`src/rtl/counter_ctrl_pkg.sv`:
```
// Shared types for the counter access controller: operation codes and FSM states.
package counter_ctrl_pkg;

  typedef enum logic [1:0] {
    NOP  = 2'b00,
    LOAD = 2'b01,
    INC  = 2'b10,
    DEC  = 2'b11
  } op_e;

  typedef enum logic [1:0] {
    IDLE  = 2'b00,
    ISSUE = 2'b01,
    RESP  = 2'b10
  } state_e;

endpackage

```
`src/rtl/rr_arbiter.sv`:
```
// Combinational round-robin arbiter: grants the first request at or after the pointer,
// wrapping around. The pointer register is owned by the instantiating block.
module rr_arbiter #(
  parameter int unsigned R = 4
) (
  input  logic [R-1:0]         req,
  input  logic [$clog2(R)-1:0] pointer,
  input  logic                 enable,
  output logic [R-1:0]         gnt,
  output logic [$clog2(R)-1:0] gnt_idx
);

  localparam int unsigned IdW = $clog2(R);

  logic            found;
  logic [31:0]     cand;
  logic [IdW-1:0]  cand_idx;

  always_comb begin
    gnt      = '0;
    gnt_idx  = '0;
    found    = 1'b0;
    cand     = '0;
    cand_idx = '0;
    for (int unsigned i = 0; i < R; i++) begin
      cand     = (32'(pointer) + 32'(i)) % 32'(R);
      cand_idx = cand[IdW-1:0];
      if (enable && !found && req[cand_idx]) begin
        found         = 1'b1;
        gnt[cand_idx] = 1'b1;
        gnt_idx       = cand_idx;
      end
    end
  end

endmodule

```
`src/rtl/counter_access_ctrl.sv`:
```
// Shares one load/inc/dec counter among R requesters: round-robin grant, one-cycle strobe,
// then a tagged response carrying the post-operation count and a saturation error flag.
module counter_access_ctrl
  import counter_ctrl_pkg::*;
#(
  parameter int unsigned N = 8,
  parameter int unsigned R = 4
) (
  input  logic                 clk,
  input  logic                 reset_n,
  input  logic [R-1:0]         req_valid,
  input  logic [2*R-1:0]       req_op,
  input  logic [R*N-1:0]       req_data,
  output logic [R-1:0]         req_ready,
  output logic                 rsp_valid,
  output logic [$clog2(R)-1:0] rsp_id,
  output logic [N-1:0]         rsp_count,
  output logic                 rsp_err,
  output logic                 cnt_load,
  output logic                 cnt_inc,
  output logic                 cnt_dec,
  output logic [N-1:0]         cnt_din,
  input  logic [N-1:0]         cnt_count
);

  localparam int unsigned IdW = $clog2(R);

  state_e         state_q, state_d;
  logic [IdW-1:0] ptr_q, ptr_d;
  logic [IdW-1:0] id_q;
  op_e            op_q;
  logic [N-1:0]   din_q;
  logic           err_q;

  logic [R-1:0]   gnt;
  logic [IdW-1:0] gnt_idx;
  logic           any_gnt;
  logic           arb_en;
  op_e            sel_op;
  logic [N-1:0]   sel_data;
  logic           issue;
  logic           is_err;

  // Gate on reset_n so no grant is visible while reset is held.
  assign arb_en = reset_n && (state_q == IDLE);

  rr_arbiter #(
    .R(R)
  ) u_rr_arbiter (
    .req    (req_valid),
    .pointer(ptr_q),
    .enable (arb_en),
    .gnt    (gnt),
    .gnt_idx(gnt_idx)
  );

  assign any_gnt   = |gnt;
  assign req_ready = gnt;
  assign sel_op    = op_e'(req_op[2*gnt_idx +: 2]);
  assign sel_data  = req_data[N*gnt_idx +: N];
  assign ptr_d     = (gnt_idx == IdW'(R - 1)) ? '0 : gnt_idx + IdW'(1);

  always_comb begin
    if (reset_n && any_gnt) begin
      assert (!$isunknown(req_valid) && !$isunknown(sel_op))
        else $error("counter_access_ctrl: unknown op or valid in granted slot");
    end
  end

  always_comb begin
    state_d = state_q;
    unique case (state_q)
      IDLE:    if (any_gnt) state_d = ISSUE;
      ISSUE:   state_d = RESP;
      RESP:    state_d = IDLE;
      default: state_d = IDLE;
    endcase
  end

  always_ff @(posedge clk or negedge reset_n) begin
    if (!reset_n) begin
      state_q <= IDLE;
    end else begin
      state_q <= state_d;
    end
  end

  always_ff @(posedge clk or negedge reset_n) begin
    if (!reset_n) begin
      ptr_q <= '0;
      id_q  <= '0;
      op_q  <= NOP;
      din_q <= '0;
      err_q <= 1'b0;
    end else begin
      if (any_gnt) begin
        ptr_q <= ptr_d;
        id_q  <= gnt_idx;
        op_q  <= sel_op;
        // Load data only changes on a LOAD so cnt_din stays put across other ops.
        if (sel_op == LOAD) din_q <= sel_data;
      end
      if (issue) err_q <= is_err;
    end
  end

  assign issue  = (state_q == ISSUE);
  assign is_err = ((op_q == INC) && (cnt_count == '1)) || ((op_q == DEC) && (cnt_count == '0));

  assign cnt_load = issue && (op_q == LOAD);
  assign cnt_inc  = issue && (op_q == INC) && !is_err;
  assign cnt_dec  = issue && (op_q == DEC) && !is_err;
  assign cnt_din  = din_q;

  assign rsp_valid = (state_q == RESP);
  assign rsp_id    = rsp_valid ? id_q : '0;
  assign rsp_count = rsp_valid ? cnt_count : '0;
  assign rsp_err   = rsp_valid && err_q;

endmodule

```
`config.mk`:
```
export PLATFORM = sky130hd
export DESIGN_NAME = counter_access_ctrl
export DESIGN_NICKNAME = d
export VERILOG_FILES = /design/src/rtl/counter_ctrl_pkg.sv /design/src/rtl/rr_arbiter.sv /design/src/rtl/counter_access_ctrl.sv
export SDC_FILE = /design/constraint.sdc
export NUM_CORES = 1
export LEC_CHECK = 0
export CORE_MARGIN = 8
export CORE_UTILIZATION = 30
export DETAILED_ROUTE_END_ITERATION = 10
export SYNTH_ARGS = -nofsm -noshare
export SYNTH_HDL_FRONTEND = slang
export SYNTH_HIERARCHICAL = 1
export SYNTH_SLANG_ARGS = --single-unit
export TNS_END_PERCENT = 5
```
`constraint.sdc`:
```
create_clock -name clk -period 6.05 [get_ports clk]
set_input_delay 0.605 -clock clk [delete_from_list [all_inputs] [get_ports clk]]
set_output_delay 0.605 -clock clk [all_outputs]
set_load 0.005 [all_outputs]
```
==> flow_metrics.env, run 1 <==
export IMPL_critPathLaunchType="primary input"
export IMPL_power_switching_mw=0.367
export IMPL_fin_area_sq_um=2550
export IMPL_initial_utilization_pct=30.6
export IMPL_endpoint_kind="flip-flop"
export IMPL_hpwlAfterDp_um=3970
export IMPL_grt_pass1_wl_um=7910
export IMPL_die_h_um=90.3
export IMPL_dr_pass1_iters=4
export IMPL_max_clock_freq_mhz=231
export IMPL_track_usage_pct=11.6
export IMPL_drv_cap=0
export IMPL_place_gp_congestion=0.795
export IMPL_pwr_share_clk_pct=8.8
export IMPL_critPathArrivalTime_ps=4460
export IMPL_cts_sinks=17
export IMPL_synthFlopType="dfrtp_1"
export IMPL_tightestPinTransition_ps=933
export IMPL_drive_above_1_share_pct=15.0
export IMPL_cts_setup_buffers=0
export IMPL_fin_setup_tns_ps=0
export IMPL_syn_nets=218
export IMPL_die_x_um=90.3
export IMPL_place_area_sq_um=2500
export IMPL_holdBufCountCts=0
export IMPL_worstRegToRegCells=10
export IMPL_crit_required_ps=6190
export IMPL_vias=1497
export IMPL_slew_headroom_pct=37.8
export IMPL_power_leakage_nw=1.01
export IMPL_layout_common_cells="clkdlybuf4s50_1 (80), dfrtp_1 (17), and2_1 (11), nand2_1 (11)"
export IMPL_drt_wirelength_per_cell_um=15.9
export IMPL_synth_edf_count=0
export IMPL_num_antenna_cells=0
export IMPL_ys_seq_area_share_pct=25.7
export IMPL_avgSynthCellArea_sq_um=10.6
export IMPL_final_hold_violation_count=0
export IMPL_worstSetupPathType="in2reg"
export IMPL_combPwrFrac_pct=67.6
export IMPL_vias_per_cell=4.91
export IMPL_gr_total_overflow=0
export IMPL_ant_nets=0
export IMPL_p_per_area_nw_per_um2=374
export IMPL_clock_skew_ps=1.76
export IMPL_h_tree_depth=1
export IMPL_dr_first_iter_drc_count=39
export IMPL_min_period_ps=4330
export IMPL_ys_types=45
export IMPL_core_area_sq_um=5410
export IMPL_first_global_vias=1546
export IMPL_area_growth_synth_to_final_pct=54.0
export IMPL_cts_root_buf="clkbuf_8"
export IMPL_cts_tree="done"
export IMPL_ys_warn_count=6
export IMPL_cp_max_fo=18
export IMPL_path_clk_slew_ps=60
export IMPL_final_common_cell="clkdlybuf4s50_1"
export IMPL_rows=27
export IMPL_period_share_pct=71.6
export IMPL_dieArea_sq_um=8150
export IMPL_drc=0
export IMPL_switching_share_pct=38.6
export IMPL_cts_made_buffers=3
export IMPL_intPower_mw=0.584
export IMPL_hold_path_class="reg2reg"
export IMPL_p_seq_share_pct=23.7
export IMPL_clockBufferDepth=2
export IMPL_vdd_drop_max_mv=0.184
export IMPL_finish_utilization_pct=47.1
export IMPL_synth_seq_cells=17
export IMPL_routed_wl_um=4840
export IMPL_numPortBuffers=80
export IMPL_clk_latency_ps=250
export IMPL_ctsResizeCount=0
export IMPL_hold_depth=1
export IMPL_antenna_found_initial=0
export IMPL_syn_cell_area_sq_um=1650
export IMPL_syn_inst=156
export IMPL_finalNetCount=296
export IMPL_slew_viol_final=0
export IMPL_rsz0062_at_grt="no"
export IMPL_async_flop_share_pct=100
export IMPL_io_pins=81
export IMPL_grt_max_degree=19
export IMPL_setup_viol=0
export IMPL_status="finished clean"
==> cell usage after synthesis (2+ instances only) <==
cell,n,area [sq um]
and2_1,11,68.8
nor3b_1,3,22.5
inv_1,8,30.0
mux2_4,9,135
a31oi_1,2,12.5
o21ai_0,9,45.0
buf_2,3,15.0
a21oi_1,7,35.0
clkbuf_1,2,7.51
a21o_1,2,15.0
nor4_1,2,12.5
nand3b_1,4,30.0
nor3_1,3,15.0
or3_1,2,12.5
a221o_1,4,40.0
buf_6,4,45.0
nor2b_1,3,18.8
mux2_2,5,56.3
ha_1,8,100
mux2i_1,6,60.1
nand2_1,11,41.3
mux4_2,9,203
dfrtp_1,17,425
==> state kept, by name (all words and copies together), names as in the netlist <==
name     cells
cnt_din      8
err_q        1
id_q         2
op_q         2
ptr_q        2
state_q      2
==> cell type report <==
class                   count  area, sq um
fillers                   514         2860
inverters                   8         30.0
repair buffers             83          823
multi-input cells         121         1130
clock buffers               4         45.0
flip-flops and latches     17          425
well taps                  72         90.1
==> per-stage QoR <==
stage          hold slack, ps  power (mW)  setup WS [ps]  instances
6_report                  487       0.951           1720        305
5_1_grt                   499        1.02           1410        305
4_1_cts                   481       0.962           1690        305
3_5_place_dp              473       0.876           1420        301
3_3_place_gp              474       0.872           1600        301
2_1_floorplan             309       0.652           2570        156
==> worst max-delay path, cell delays in order <==
cell,delay [ps]
clkdlybuf4s50_1,450
buf_4,240
nor3b_1,510
inv_1,210
a31oi_1,180
o311ai_0,140
o2bb2ai_1,710
mux2_4,360
or3_1,340
a21o_1,340
mux2_4,350
==> worst paths after layout <==
path	to	startpoint	slack [ps]
setup / recovery	cnt_din[6]$_DFFE_PN0P_	reset_n	1720
hold / removal	state_q[0]$_DFFE_PN0P_	state_q[0]$_DFFE_PN0P_	490
setup reg to reg	cnt_din[6]$_DFFE_PN0P_	ptr_q[0]$_DFFE_PN0P_	1750
hold reg to reg	state_q[0]$_DFFE_PN0P_	state_q[0]$_DFFE_PN0P_	490
max in group asynchronous	err_q$_DFFE_PN0N_	reset_n	5180
min in group asynchronous	cnt_din[3]$_DFFE_PN0P_	reset_n	680
==> logic make-up (layout without fill, tap and decap cells) <==
family                   after synthesis  count (layout)  synth area share [%]
AND/OR/NAND/NOR                       50              50                  18.7
AO/OA/AOI/OAI                         33              33                  14.1
multiplexers                          30              30                  29.0
buffers and inverters                 18              95                  6.35
flip-flops                            17              17                  25.7
adder cells (fa/ha/maj)                8               8                  6.05
==> power by group through the flow <==
stage	logic (mW)	registers [mW]	clock network, mW
after floorplan	0.446	0.206	0
after CTS	0.652	0.226	0.0849
final	0.643	0.225	0.0834
after global routing	0.701	0.234	0.0890
after global placement	0.645	0.227	0
after detailed placement	0.650	0.226	0
==> metal layers <==
layer	part of all wire [%]	GRT usage (%)
met5	0	0
met3	3.2	1.41
met1	45	14.4
met2	52	20.2
met4	0	3.74
Power figures use the tool's default switching activity.
==> run 2, diff against run 1 <==
==> constraint.sdc (replaced) <==
create_clock -name clk -period 4.04 [get_ports clk]
set_input_delay 0.404 -clock clk [delete_from_list [all_inputs] [get_ports clk]]
set_output_delay 0.404 -clock clk [all_outputs]
set_load 0.005 [all_outputs]
==> flow_metrics.env, run 2 (synthesized netlist as in run 1, its figures left out) <==
export IMPL_status="finished clean"
export IMPL_antenna_found_initial=0
export IMPL_grt_pass1_wl_um=8400
export IMPL_vias=1513
export IMPL_dieArea_sq_um=8150
export IMPL_die_x_um=90.3
export IMPL_setup_viol=0
export IMPL_clockBufferDepth=2
export IMPL_crit_required_ps=4190
export IMPL_core_area_sq_um=5410
export IMPL_finalNetCount=304
export IMPL_intPower_mw=0.910
export IMPL_final_common_cell="clkdlybuf4s50_1"
export IMPL_tightestPinTransition_ps=570
export IMPL_critPathLaunchType="flip-flop"
export IMPL_drt_wirelength_per_cell_um=15.8
export IMPL_initial_utilization_pct=30.6
export IMPL_layout_common_cells="clkdlybuf4s50_1 (80), dfrtp_1 (17), and2_1 (11), nand2_1 (11), buf_4 (11)"
export IMPL_p_per_area_nw_per_um2=565
export IMPL_cts_root_buf="clkbuf_8"
export IMPL_switching_share_pct=38.3
export IMPL_period_share_pct=84.8
export IMPL_vias_per_cell=4.83
export IMPL_place_gp_congestion=0.814
export IMPL_dr_pass1_iters=4
export IMPL_place_area_sq_um=2560
export IMPL_drv_cap=0
export IMPL_routed_wl_um=4940
export IMPL_largest_reg_flops=8
export IMPL_rsz0062_at_grt="no"
export IMPL_final_hold_violation_count=0
export IMPL_clk_latency_ps=260
export IMPL_pwr_share_clk_pct=8.6
export IMPL_num_antenna_cells=0
export IMPL_first_global_vias=1558
export IMPL_fill_cells=510
export IMPL_die_h_um=90.3
export IMPL_cts_made_buffers=3
export IMPL_vdd_drop_max_mv=0.199
export IMPL_numPortBuffers=80
export IMPL_holdBufCountCts=0
export IMPL_cts_sinks=17
export IMPL_hold_path_class="reg2reg"
export IMPL_fin_area_sq_um=2610
export IMPL_hpwlAfterDp_um=4090
export IMPL_endpoint_kind="flip-flop"
export IMPL_io_pins=81
export IMPL_cp_max_fo=8
export IMPL_drc=0
export IMPL_grt_max_degree=18
export IMPL_ctsResizeCount=0
export IMPL_area_growth_synth_to_final_pct=57.7
export IMPL_drive_above_1_share_pct=18.3
export IMPL_slew_viol_final=0
export IMPL_worstSetupPathType="reg2reg"
export IMPL_min_period_ps=3430
export IMPL_h_tree_depth=1
export IMPL_slew_headroom_pct=61.9
export IMPL_critPathArrivalTime_ps=3570
export IMPL_ant_nets=0
export IMPL_track_usage_pct=12.4
export IMPL_power_leakage_nw=1.05
export IMPL_clock_skew_ps=9.04
export IMPL_rows=27
export IMPL_p_seq_share_pct=20.3
export IMPL_combPwrFrac_pct=71.1
export IMPL_cts_tree="done"
export IMPL_power_switching_mw=0.565
export IMPL_max_clock_freq_mhz=292
export IMPL_fin_setup_tns_ps=0
export IMPL_dr_first_iter_drc_count=37
export IMPL_gr_total_overflow=0
export IMPL_cts_setup_buffers=0
export IMPL_path_clk_slew_ps=70
==> run 2: metal layers <==
metal	vias to the layer above	part of all wire (%)	track usage (%)
met5	-	0	0
met4	0	1.1	4.16
met3	4	3.8	2.00
met2	39	50	20.6
met1	710	45	15.9
li1	760	-	-
==> run 2: worst paths after layout <==
check / start / endpoint / slack (ps) / cells after the start
max: ptr_q[0]$_DFFE_PN0P_ / cnt_din[6]$_DFFE_PN0P_ / 610 / 11
min: state_q[1]$_DFFE_PN0P_ / state_q[0]$_DFFE_PN0P_ / 480 / 1
max reg2reg: ptr_q[0]$_DFFE_PN0P_ / cnt_din[6]$_DFFE_PN0P_ / 610 / 11
min reg2reg: state_q[1]$_DFFE_PN0P_ / state_q[0]$_DFFE_PN0P_ / 480 / 1
max in group asynchronous: reset_n / state_q[1]$_DFFE_PN0P_ / 3310 / 2
min in group asynchronous: reset_n / op_q[0]$_DFFE_PN0P_ / 530 / 2
==> run 2: power groups by stage <==
stage | Combinational [mW] | Sequential [mW] | Clock, mW
final | 1.05 | 0.299 | 0.127
after global routing | 1.15 | 0.310 | 0.142
after CTS | 1.06 | 0.300 | 0.134
after detailed placement | 1.06 | 0.302 | 0
after global placement | 1.06 | 0.300 | 0
after floorplan | 0.667 | 0.308 | 0
==> run 2: cell type report <==
cell class / instances / area [sq um] / area share, %
multi-input combinational: 121 / 1130 / 43.5
timing repair buffer: 91 / 883 / 33.9
sequential: 17 / 425 / 16.3
tap: 72 / 90.1 / 3.45
clock buffer: 3 / 41.3 / 1.58
inverter: 8 / 30.0 / 1.15
clock inverter: 1 / 5.00 / 0.192
==> run 2: metrics by stage <==
| stage | instances | utilization [%] | worst slack, ps | hold WS [ps] | total power [mW] |
|---|---|---|---|---|---|
| 6_report | 313 | 48.3 | 614 | 475 | 1.47 |
| 5_1_grt | 313 | 48.3 | 407 | 489 | 1.60 |
| 4_1_cts | 313 | 48.3 | 618 | 478 | 1.49 |
| 3_5_place_dp | 309 | 47.4 | 389 | 470 | 1.36 |
| 3_3_place_gp | 309 | 47.4 | 461 | 463 | 1.36 |
| 2_1_floorplan | 156 | - | 561 | 108 | 0.976 |
==> run 2: critical path, stage by stage (launching register included) <==
cell and delay (ps):
dfrtp_1 350, inv_1 100, ha_1 490, mux4_2 430
nand2b_4 190, nor2b_2 130, o2bb2ai_1 210, buf_4 220
mux2_2 350, nand3_1 80, a21o_1 420, mux2_4 340
==> run 3, diff against run 2 <==
==> constraint.sdc (replaced) <==
create_clock -name clk -period 2.8 [get_ports clk]
set_input_delay 0.28 -clock clk [delete_from_list [all_inputs] [get_ports clk]]
set_output_delay 0.28 -clock clk [all_outputs]
set_load 0.005 [all_outputs]
==> flow_metrics.env, run 3 (synthesized netlist as in run 1, its figures left out) <==
export IMPL_holdBufCountCts=0
export IMPL_power_switching_mw=0.950
export IMPL_fin_setup_tns_ps=-1920
export IMPL_worstSetupPathType="reg2reg"
export IMPL_antenna_found_initial=0
export IMPL_vdd_drop_max_mv=0.509
export IMPL_finalNetCount=338
export IMPL_fin_area_sq_um=2950
export IMPL_cts_tree="done"
export IMPL_cts_root_buf="clkbuf_8"
export IMPL_final_hold_violation_count=0
export IMPL_hpwlAfterDp_um=4420
export IMPL_clock_skew_ps=9.00
export IMPL_initial_utilization_pct=30.6
export IMPL_place_gp_congestion=0.897
export IMPL_critPathArrivalTime_ps=3150
export IMPL_critPathLaunchType="flip-flop"
export IMPL_dr_pass1_iters=4
export IMPL_setup_viol=11
export IMPL_track_usage_pct=13.1
export IMPL_vias_per_cell=4.74
export IMPL_max_clock_freq_mhz=332
export IMPL_dp_cells=340
export IMPL_rows=27
export IMPL_h_tree_depth=1
export IMPL_switching_share_pct=37.4
export IMPL_drt_wirelength_per_cell_um=15.2
export IMPL_hold_path_class="in2async"
export IMPL_drive_above_1_share_pct=32.7
export IMPL_cts_made_buffers=3
export IMPL_endpoint_kind="flip-flop"
export IMPL_area_growth_synth_to_final_pct=78.1
export IMPL_routed_wl_um=5280
export IMPL_drv_cap=0
export IMPL_ant_nets=0
export IMPL_vias=1645
export IMPL_first_global_vias=1740
export IMPL_period_share_pct=108
export IMPL_clk_latency_ps=260
export IMPL_slew_headroom_pct=62.5
export IMPL_grt_max_degree=18
export IMPL_place_area_sq_um=2840
export IMPL_dr_first_iter_drc_count=34
export IMPL_path_clk_slew_ps=70
export IMPL_rsz0062_at_grt="yes"
export IMPL_num_antenna_cells=0
export IMPL_cts_sinks=17
export IMPL_fill_cells=511
export IMPL_p_seq_share_pct=17.4
export IMPL_die_x_um=90.3
export IMPL_dieArea_sq_um=8150
export IMPL_status="finished, violations left"
export IMPL_core_area_sq_um=5410
export IMPL_grt_pass1_wl_um=8950
export IMPL_tightestPinTransition_ps=561
export IMPL_die_h_um=90.3
export IMPL_clockBufferDepth=2
export IMPL_p_per_area_nw_per_um2=863
export IMPL_power_leakage_nw=1.24
export IMPL_slew_viol_final=0
export IMPL_pwr_share_clk_pct=7.2
export IMPL_stdcell_count=347
export IMPL_numPortBuffers=80
export IMPL_gr_total_overflow=0
export IMPL_largest_reg_flops=8
export IMPL_layout_common_cells="clkdlybuf4s50_1 (76), buf_4 (43), dfrtp_1 (15)"
export IMPL_setup_ws_ps=-213
export IMPL_final_common_cell="clkdlybuf4s50_1"
export IMPL_intPower_mw=1.59
export IMPL_crit_required_ps=2930
export IMPL_cp_max_fo=4
export IMPL_violations="negative setup slack"
export IMPL_finish_utilization_pct=54.5
export IMPL_min_period_ps=3010
export IMPL_combPwrFrac_pct=75.4
export IMPL_io_pins=81
export IMPL_drc=0
run 3: cell type report:
type / instances / area (sq um) / area share [%]
Timing Repair Buffer: 125 / 1150 / 38.9
Clock inverter: 1 / 5.00 / 0.170
Multi-Input combinational cell: 121 / 1200 / 40.8
Inverter: 8 / 32.5 / 1.10
Clock buffer: 3 / 41.3 / 1.40
Sequential cell: 17 / 428 / 14.5
Tap cell: 72 / 90.1 / 3.06
run 3: through the flow:
| stage | worst slack (ps) | power [mW] | hold WS (ps) |
|---|---|---|---|
| floorplan | -371 | 1.47 | -15.6 |
| global placement | -330 | 2.26 | 464 |
| detailed placement | -379 | 2.28 | 474 |
| CTS | -202 | 2.52 | 396 |
| global route | -340 | 2.74 | 418 |
| finish | -213 | 2.54 | 386 |
run 3: critical path, stage by stage, from the launching register on:
cell and delay (ps):
dfrtp_2 420, inv_4 50, ha_4 280, mux4_2 310
buf_4 170, o311ai_4 290, o2bb2ai_4 120, mux2_4 310
or3_1 310, a21o_1 200, buf_6 140, mux2_4 290
run 3: power by group through the flow:
stage | Combinational [mW] | Clock (mW) | Sequential [mW]
final | 1.92 | 0.183 | 0.442
after global routing | 2.07 | 0.204 | 0.459
after CTS | 1.89 | 0.192 | 0.443
after detailed placement | 1.83 | 0 | 0.445
after global placement | 1.82 | 0 | 0.440
after floorplan | 1.02 | 0 | 0.450
run 3: final timing paths:
check,from,end,slack (ps),depth (start not counted)
worst max-delay path,ptr_q[0]$_DFFE_PN0P_,cnt_din[4]$_DFFE_PN0P_,-210,11
worst min-delay path,reset_n,id_q[1]$_DFFE_PN0P_,390,2
worst max register to register,ptr_q[0]$_DFFE_PN0P_,cnt_din[4]$_DFFE_PN0P_,-210,11
worst min register to register,state_q[1]$_DFFE_PN0P_,state_q[0]$_DFFE_PN0P_,480,1
max in group asynchronous,reset_n,ptr_q[0]$_DFFE_PN0P_,2210,2
min in group clk,state_q[1]$_DFFE_PN0P_,state_q[0]$_DFFE_PN0P_,480,1
run 3: what timing repair did:
action / CTS / global route
endpoints found under the setup margin: 12 / 15
resized for setup: 7 / 6
pin swaps: 7 / 4
hold endpoints to repair: 0 / 0
buffers inserted: 2 / 1
run 3: routing by layer:
metal	GRT usage (%)	share of wire, %
met1	16.4	44
met2	21.9	49
met3	2.49	4.8
met4	4.72	1.7
met5	0	0
